**src/rtl/uart_rx.sv**
```systemverilog
// UART receiver: 2-flop synchronized rx, 8N1 frame recovery, byte output on a valid/ready handshake.
// Define UART_RX_PARITY_EN to add an even-parity bit after the data bits and the parity_err output.
module uart_rx #(
  parameter int CLKS_PER_BIT = 104,
  localparam int HALF_BIT = CLKS_PER_BIT / 2
) (
  input  logic       clk,
  input  logic       rst,
  input  logic       rx,
  output logic [7:0] rx_data,
  output logic       rx_valid,
  input  logic       rx_ready,
  output logic       frame_err,
`ifdef UART_RX_PARITY_EN
  output logic       parity_err,
`endif
  output logic       overrun
);

  localparam int CW = $clog2(CLKS_PER_BIT);
  localparam logic [CW-1:0] HALF_LAST = CW'(HALF_BIT - 1);
  localparam logic [CW-1:0] BIT_LAST  = CW'(CLKS_PER_BIT - 1);

`ifdef UART_RX_PARITY_EN
  typedef enum logic [2:0] {IDLE, START, DATA, PARITY, STOP, BREAK} state_t;
`else
  typedef enum logic [2:0] {IDLE, START, DATA, STOP, BREAK} state_t;
`endif

  state_t        state;
  logic [1:0]    sync_q;
  logic          rxs;
  logic [CW-1:0] clk_cnt;
  logic [2:0]    bit_idx;
  logic [7:0]    shift;
  logic          byte_done;
  logic          clk_last;
  logic          byte_ok;

  assign rxs      = sync_q[1];
  assign clk_last = (clk_cnt == BIT_LAST);

`ifdef UART_RX_PARITY_EN
  logic par_bit;
  logic par_bad;
  assign par_bad = (^shift) ^ par_bit;
  assign byte_ok = rxs & ~par_bad;
`else
  assign byte_ok = rxs;
`endif

  always_ff @(posedge clk) begin
    if (rst) sync_q <= 2'b11;
    else     sync_q <= {sync_q[0], rx};
  end

  // byte_done is a one-cycle strobe so delivery lands one edge after the stop-bit sample
  always_ff @(posedge clk) begin
    if (rst) begin
      state     <= IDLE;
      clk_cnt   <= '0;
      bit_idx   <= '0;
      shift     <= '0;
      byte_done <= 1'b0;
      frame_err <= 1'b0;
`ifdef UART_RX_PARITY_EN
      par_bit    <= 1'b0;
      parity_err <= 1'b0;
`endif
    end else begin
      byte_done <= 1'b0;
      frame_err <= 1'b0;
`ifdef UART_RX_PARITY_EN
      parity_err <= 1'b0;
`endif
      case (state)
        IDLE: begin
          if (!rxs) begin
            state   <= START;
            clk_cnt <= '0;
          end
        end
        START: begin
          if (clk_cnt == HALF_LAST) begin
            clk_cnt <= '0;
            bit_idx <= '0;
            state   <= rxs ? IDLE : DATA;
          end else begin
            clk_cnt <= clk_cnt + 1'b1;
          end
        end
        DATA: begin
          if (clk_last) begin
            clk_cnt <= '0;
            shift   <= {rxs, shift[7:1]};
            bit_idx <= bit_idx + 1'b1;
            if (bit_idx == 3'd7) begin
`ifdef UART_RX_PARITY_EN
              state <= PARITY;
`else
              state <= STOP;
`endif
            end
          end else begin
            clk_cnt <= clk_cnt + 1'b1;
          end
        end
`ifdef UART_RX_PARITY_EN
        PARITY: begin
          if (clk_last) begin
            clk_cnt <= '0;
            par_bit <= rxs;
            state   <= STOP;
          end else begin
            clk_cnt <= clk_cnt + 1'b1;
          end
        end
`endif
        STOP: begin
          if (clk_last) begin
            clk_cnt   <= '0;
            byte_done <= byte_ok;
            frame_err <= ~rxs;
`ifdef UART_RX_PARITY_EN
            parity_err <= par_bad;
`endif
            state     <= rxs ? IDLE : BREAK;
          end else begin
            clk_cnt <= clk_cnt + 1'b1;
          end
        end
        BREAK: begin
          if (rxs) state <= IDLE;
        end
        default: state <= IDLE;
      endcase
    end
  end

  // An acceptance in the same cycle as a new byte frees the slot, so the new byte wins
  always_ff @(posedge clk) begin
    if (rst) begin
      rx_data  <= '0;
      rx_valid <= 1'b0;
      overrun  <= 1'b0;
    end else if (byte_done) begin
      if (!rx_valid || rx_ready) begin
        rx_data  <= shift;
        rx_valid <= 1'b1;
      end else begin
        overrun <= 1'b1;
      end
    end else if (rx_valid && rx_ready) begin
      rx_valid <= 1'b0;
    end
  end

endmodule

```
**config.mk**
```make
export PLATFORM = sky130hd
export DESIGN_NAME = uart_rx
export DESIGN_NICKNAME = d
export VERILOG_FILES = /design/src/rtl/uart_rx.sv
export SDC_FILE = /design/constraint.sdc
export NUM_CORES = 1
export LEC_CHECK = 0
export BUFFER_PORTS_ARGS = -buffer_cell sky130_fd_sc_hd__clkbuf_2
export CAP_MARGIN = 20
export CORE_MARGIN = 2
export CORE_UTILIZATION = 30
export DETAILED_ROUTE_END_ITERATION = 8
export GPL_TIMING_DRIVEN = 0
export HOLD_SLACK_MARGIN = 0.1
export PLACE_DENSITY_LB_ADDON = 0.12
export SYNTH_ARGS = -nofsm -noshare
export SYNTH_HDL_FRONTEND = slang
export SYNTH_SLANG_ARGS = --single-unit
export TNS_END_PERCENT = 20
```
**constraint.sdc**
```tcl
create_clock -name clk -period 1.7 [get_ports clk]
set_input_delay 0.17 -clock clk [delete_from_list [all_inputs] [get_ports clk]]
set_output_delay 0.17 -clock clk [all_outputs]
set_load 0.02 [all_outputs]
```
; ---- Word-level counts from Yosys, hierarchy flattened
; Cells that the tools add are included.
[word_totals]
in_bits = 4
reg_bits = 35
wordCells = 65
out_inout_bits = 11
[classes]
addsub = 2
muxes = 19
n_eq_ne = 14
reduce_logical = 16
bitwise_logic = 4
[ops]
columns = operator, count
row1 = 2-to-1 mux 3 bit, 9
row2 = 2-to-1 mux 7 bit, 3
row3 = case mux 7 bit (3 select lines), 1
row4 = case mux 3 bit (5 select lines), 1
row5 = inequality test 2 bit (second input constant), 6
row6 = AND reduction 2 bit, 5
row7 = adder 7 x 1 -> 7 bit (second input constant), 1
row8 = equality test 7 x 6 -> 1 bit (second input constant), 1
row9 = equality test 7 bit (second input constant), 1
row10 = equality test 3 x 2 -> 1 bit (second input constant), 2
row11 = equality test 3 bit (second input constant), 2
row12 = case mux 3 bit (2 select lines), 1
row13 = AND reduction 6 bit, 1
row14 = inverter 1 bit, 4
row15 = nonzero test 2 bit, 2
row16 = adder 3 x 1 -> 3 bit (second input constant), 1
row17 = equality test 3 x 1 -> 1 bit (second input constant), 1
row18 = logical NOT 3 bit, 1
row19 = 2-to-1 mux 1 bit, 3
row20 = AND reduction 3 bit, 1
row21 = nonzero test 3 bit, 1
row22 = OR reduction 3 bit, 1
row23 = 2-to-1 mux 2 bit, 1
row24 = inequality test 2 x 1 -> 1 bit (second input constant), 1
row25 = other kinds (4), 4

; ---- Depth between registers and ports, before layout
[depth]
word_depth = 4
depth_mapped = 6
mapped_depth_nobuf = 5

; ---- Least setup slack after synthesis
; No wires, ideal clock.
[synth_path]
path_type = reg2reg
start = reg clk_cnt[0]
end = reg bit_idx[0]
synth_period_minus_slack_ns = 1.600
t_arrival_ns = 1.479
stages_incl_launch_ff = 6
slack_ns = 0.100
setup_ns = 0.121
t_required_ns = 1.579
cell_sequence = dfxtp_1 ha_1 nor4b_2 nor4b_2 o31ai_4 mux2_4
[synth_between]
elab_chain_cells = 3
word_cells_on_any_way = 5
cone_classes = eq/ne (4) / reduce/logical (1)
[synth_rtl]
columns = element, line
row1 = start: declaration, 33  ; logic [CW-1:0] clk_cnt;
row2 = start signal: assignment, 89  ; clk_cnt <= clk_cnt + 1'b1;
row3 = start signal: assignment, 105  ; clk_cnt <= clk_cnt + 1'b1;
row4 = start signal: assignment, 129  ; clk_cnt <= clk_cnt + 1'b1;
row5 = equality test 7 x 6 -> 1 bit or equality test 7 bit (tied branches), "84, 41"
row6 = inequality test 2 bit (no source line), -
row7 = AND reduction 3 bit (no source line) (*), -
row8 = end signal: assignment, 96  ; bit_idx <= bit_idx + 1'b1;
row9 = end: declaration, 34  ; logic [2:0] bit_idx;
; Mark *: on every way between the ends. The rest lies on a longest branch, timed or not.
; A chain may end at the register's enable or synchronous reset.

; ---- Worst setup path in the final report
[layout_path]
start = reg clk_cnt[3]
end = reg bit_idx[0]
; The elaborated chain is that of the path after synthesis.

==> flow_summary.json <==
{
  "outcome": "completed",
  "start_util": 0.311,
  "fmax_mhz": 610,
  "dr_wl_met2_mm": 1.70,
  "antenna_found_initial": 0,
  "syn_nets": 182,
  "synthFlopType": "dfxtp_1",
  "p_leak_nw": 0.793,
  "dieHeight_um": 76.8,
  "syn_area_um2": 1590,
  "hp-class": "in2reg",
  "slew_violations": 0,
  "wl_per_cell_um": 12.9,
  "route.detailed.drc": 0,
  "maxUsedRoutingLayer": "met4",
  "switching_power_w": 0.000346,
  "post-route-util": 0.387,
  "switching_share": 0.194,
  "clockBufferDepth": 2,
  "fin_crit_ps": 1640,
  "synth-edff-count": 0,
  "vias": 1358,
  "die_w_um": 76.8,
  "met1Wirelength_mm": 1.59,
  "report.final.setup_viol": 0,
  "stdcell_count": 272,
  "finClkSkew_ps": 10.5,
  "nFillCells": 552,
  "regArea_um2": 706,
  "cts_tree": "yes",
  "pwr_density_cell_nw_per_um2": 903,
  "dr.pass1.iters": 4,
  "numPortBuffers": 14,
  "power.internal_w": 0.00144,
  "grt_pass1_wl_mm": 5.94,
  "final_antenna_net_count": 0,
  "coreArea_um2": 5110,
  "syn_avg_cell_area_um2": 9.08,
  "clkPwrFrac": 0.499,
  "overflow": 0,
  "synth_top_area_share": 0.441,
  "relSlewSlack": 0.674,
  "grt_max_degree": 12,
  "ys_ff_latch": 35,
  "fin_crit_sh": 0.965,
  "multi_input_area_um2": 853,
  "cp.arrival_ps": 1810,
  "dp.cells": 259,
  "crit_path_start_kind": "flip-flop",
  "drtIter0Drc": 70,
  "nets": 208,
  "wl_mm": 3.51,
  "syn_inst": 175,
  "crit_path_end_kind": "flip-flop",
  "worstSetupPathType": "reg2reg",
  "grt_pass1_vias": 1275,
  "htree_levels": 2,
  "tightest_slew_ps": 489,
  "cp_max_fo": 9,
  "antenna_cells": 0,
  "grt_util_all_layers": 0.127,
  "synthArstFlopShare": 0,
  "layout-drive-gt1-share": 0.243,
  "synthToLayoutAreaGrowth_pct": 24.3,
  "ios": 15,
  "irDropWorstVdd_v": 0.000720,
  "yosysWarnings": 0,
  "seqPwrFrac": 0.464,
  "yosysTopAreaCell": "dfxtp_1",
  "cap_violations": 0,
  "clkSlewWorstSetupHoldPaths_ps": 70,
  "row_count": 26,
  "grt_setup_unrepaired": "yes",
  "die_area_um2": 5900,
  "viasPerCell": 4.99,
  "routabilityCongestion": 0.752,
  "wl_met3_um": 186,
  "finalHoldViolations": 0,
  "hpwlAfterDp_mm": 2.39,
  "cp.required_ps": 1870,
  "clkSinkCount": 35,
  "worstSkewPairLatency_ps": 290,
  "cts_buffers": 5,
  "synth.area.top_cells": "dfxtp_1 44%, mux2i_1 5.0%, nor2_1 5.0%, nand3_1 4.7%, a21oi_1 4.4%",
  "p_comb_frac": 0.037,
  "cts-root-buf": "clkbuf_8",
  "ys_types": 40,
  "yosysSeqAreaShare": 0.441
}
-- layer usage --
metal,up-vias,global-route usage
li1,680,-
met1,639,0.157
met2,35,0.206
met3,4,0.0459
met4,0,0.0382
met5,-,0
-- placed cells by master (no fill, tap or decap), types with 2 or more instances in the layout --
cell / count
dfxtp_1: 33
nor2_1: 21
nand3_1: 15
clkbuf_2: 14
a21oi_1: 13
o21ai_0: 10
mux2i_1: 8
clkbuf_1: 5
buf_2: 5
inv_1: 5
o211ai_1: 5
nand2_1: 5
clkbuf_8: 5
buf_4: 4
nand2b_1: 3
or2_2: 3
and3_1: 3
a31oi_1: 3
nand4_1: 3
buf_6: 2
nor4b_4: 2
nor3b_1: 2
a211oi_1: 2
a22o_1: 2
nor3_1: 2
ha_1: 2
bufinv_16: 2
-- per-stage QoR --
stage	power, W	hold WS (ps)	instance area [µm²]	setup TNS (ps)	setup slack, ps
floorplan	0.000886	274	1590	0	100
global placement	0.000902	356	1750	-602	-103
detailed placement	0.000904	356	1750	-684	-103
CTS	0.00181	163	1940	0	0.0491
global route	0.00185	232	1970	-26.3	-26.3
finish	0.00178	175	1970	0	59.7
-- path summary, 6_finish.rpt --
path | from | end | slack [ps] | depth (start not counted)
hold / removal | rx_ready | rx_valid | 170 | 4
setup reg to reg | clk_cnt[3] | bit_idx[0] | 60 | 5
setup / recovery | clk_cnt[3] | bit_idx[0] | 60 | 5
hold reg to reg | sync_q[0] | sync_q[1] | 410 | 1
-- final cells by class --
class / count / share of cell area
Timing Repair Buffer: 19 / 0.0558
Clock buffer: 6 / 0.0368
Clock inverter: 2 / 0.0304
Sequential cell: 35 / 0.357
Buffer: 12 / 0.0336
Tap cell: 70 / 0.0444
Multi-Input combinational cell: 123 / 0.432
Inverter: 5 / 0.00951
-- synth_stat cells (all sizes together) (2+ instances only) --
library cell   n
ha             3
inv            5
nand4          3
nand3         15
nor2          21
nor3b          2
mux2i          8
nor3           3
and2           2
nand2b         3
nand2          5
and3           3
dfxtp         35
a31oi          3
o211ai         5
a21oi         14
clkbuf         4
o21ai         10
a211oi         2
buf            8
nor4b          2
a22o           2
mux2           2
or2            3
-- registers in the layout (all words and copies together), names as in the netlist --
register	cells
sync_q	2
rx_valid	1
bit_idx	3
frame_err	1
shift	8
overrun	1
byte_done	1
state	3
rx_data	8
clk_cnt	7
-- worst max-delay path: stages (launching register included) --
cell and delay (ps):
dfxtp_1 400, and4bb_4 410, and4_4 230, buf_6 150, o31ai_4 80, mux2_4 260
-- power groups by stage --
stage	Clock [W]	Combinational (W)	Sequential, W
floorplan	0	0.0000398	0.000846
global placement	0	0.0000551	0.000847
detailed placement	0	0.0000564	0.000847
CTS	0.000918	0.0000605	0.000828
global route	0.000954	0.0000724	0.000829
finish	0.000890	0.0000652	0.000828
-- cell families (layout without fill, tap and decap cells) --
family / after synthesis / count (layout) / share of synthesized area
AOI/OAI and AO/OA: 43 / 43 / 0.181
adders and majority gates: 3 / 3 / 0.0236
and+or+nand+nor: 66 / 66 / 0.228
muxes: 10 / 10 / 0.0669
xor gates and xnor gates: 1 / 1 / 0.00551
buffers and inverters: 17 / 44 / 0.0535
DFF: 35 / 35 / 0.441
-- timing repair --
action / in CTS / in global routing
setup endpoints to repair: 8 / 9
pin swaps: 1 / 1
gates resized for setup: 6 / 4
setup buffers: 2 / 2
endpoints found under the hold margin: 1 / 0
hold buffers: 1 / 0
(Power assumes the default switching activity.)
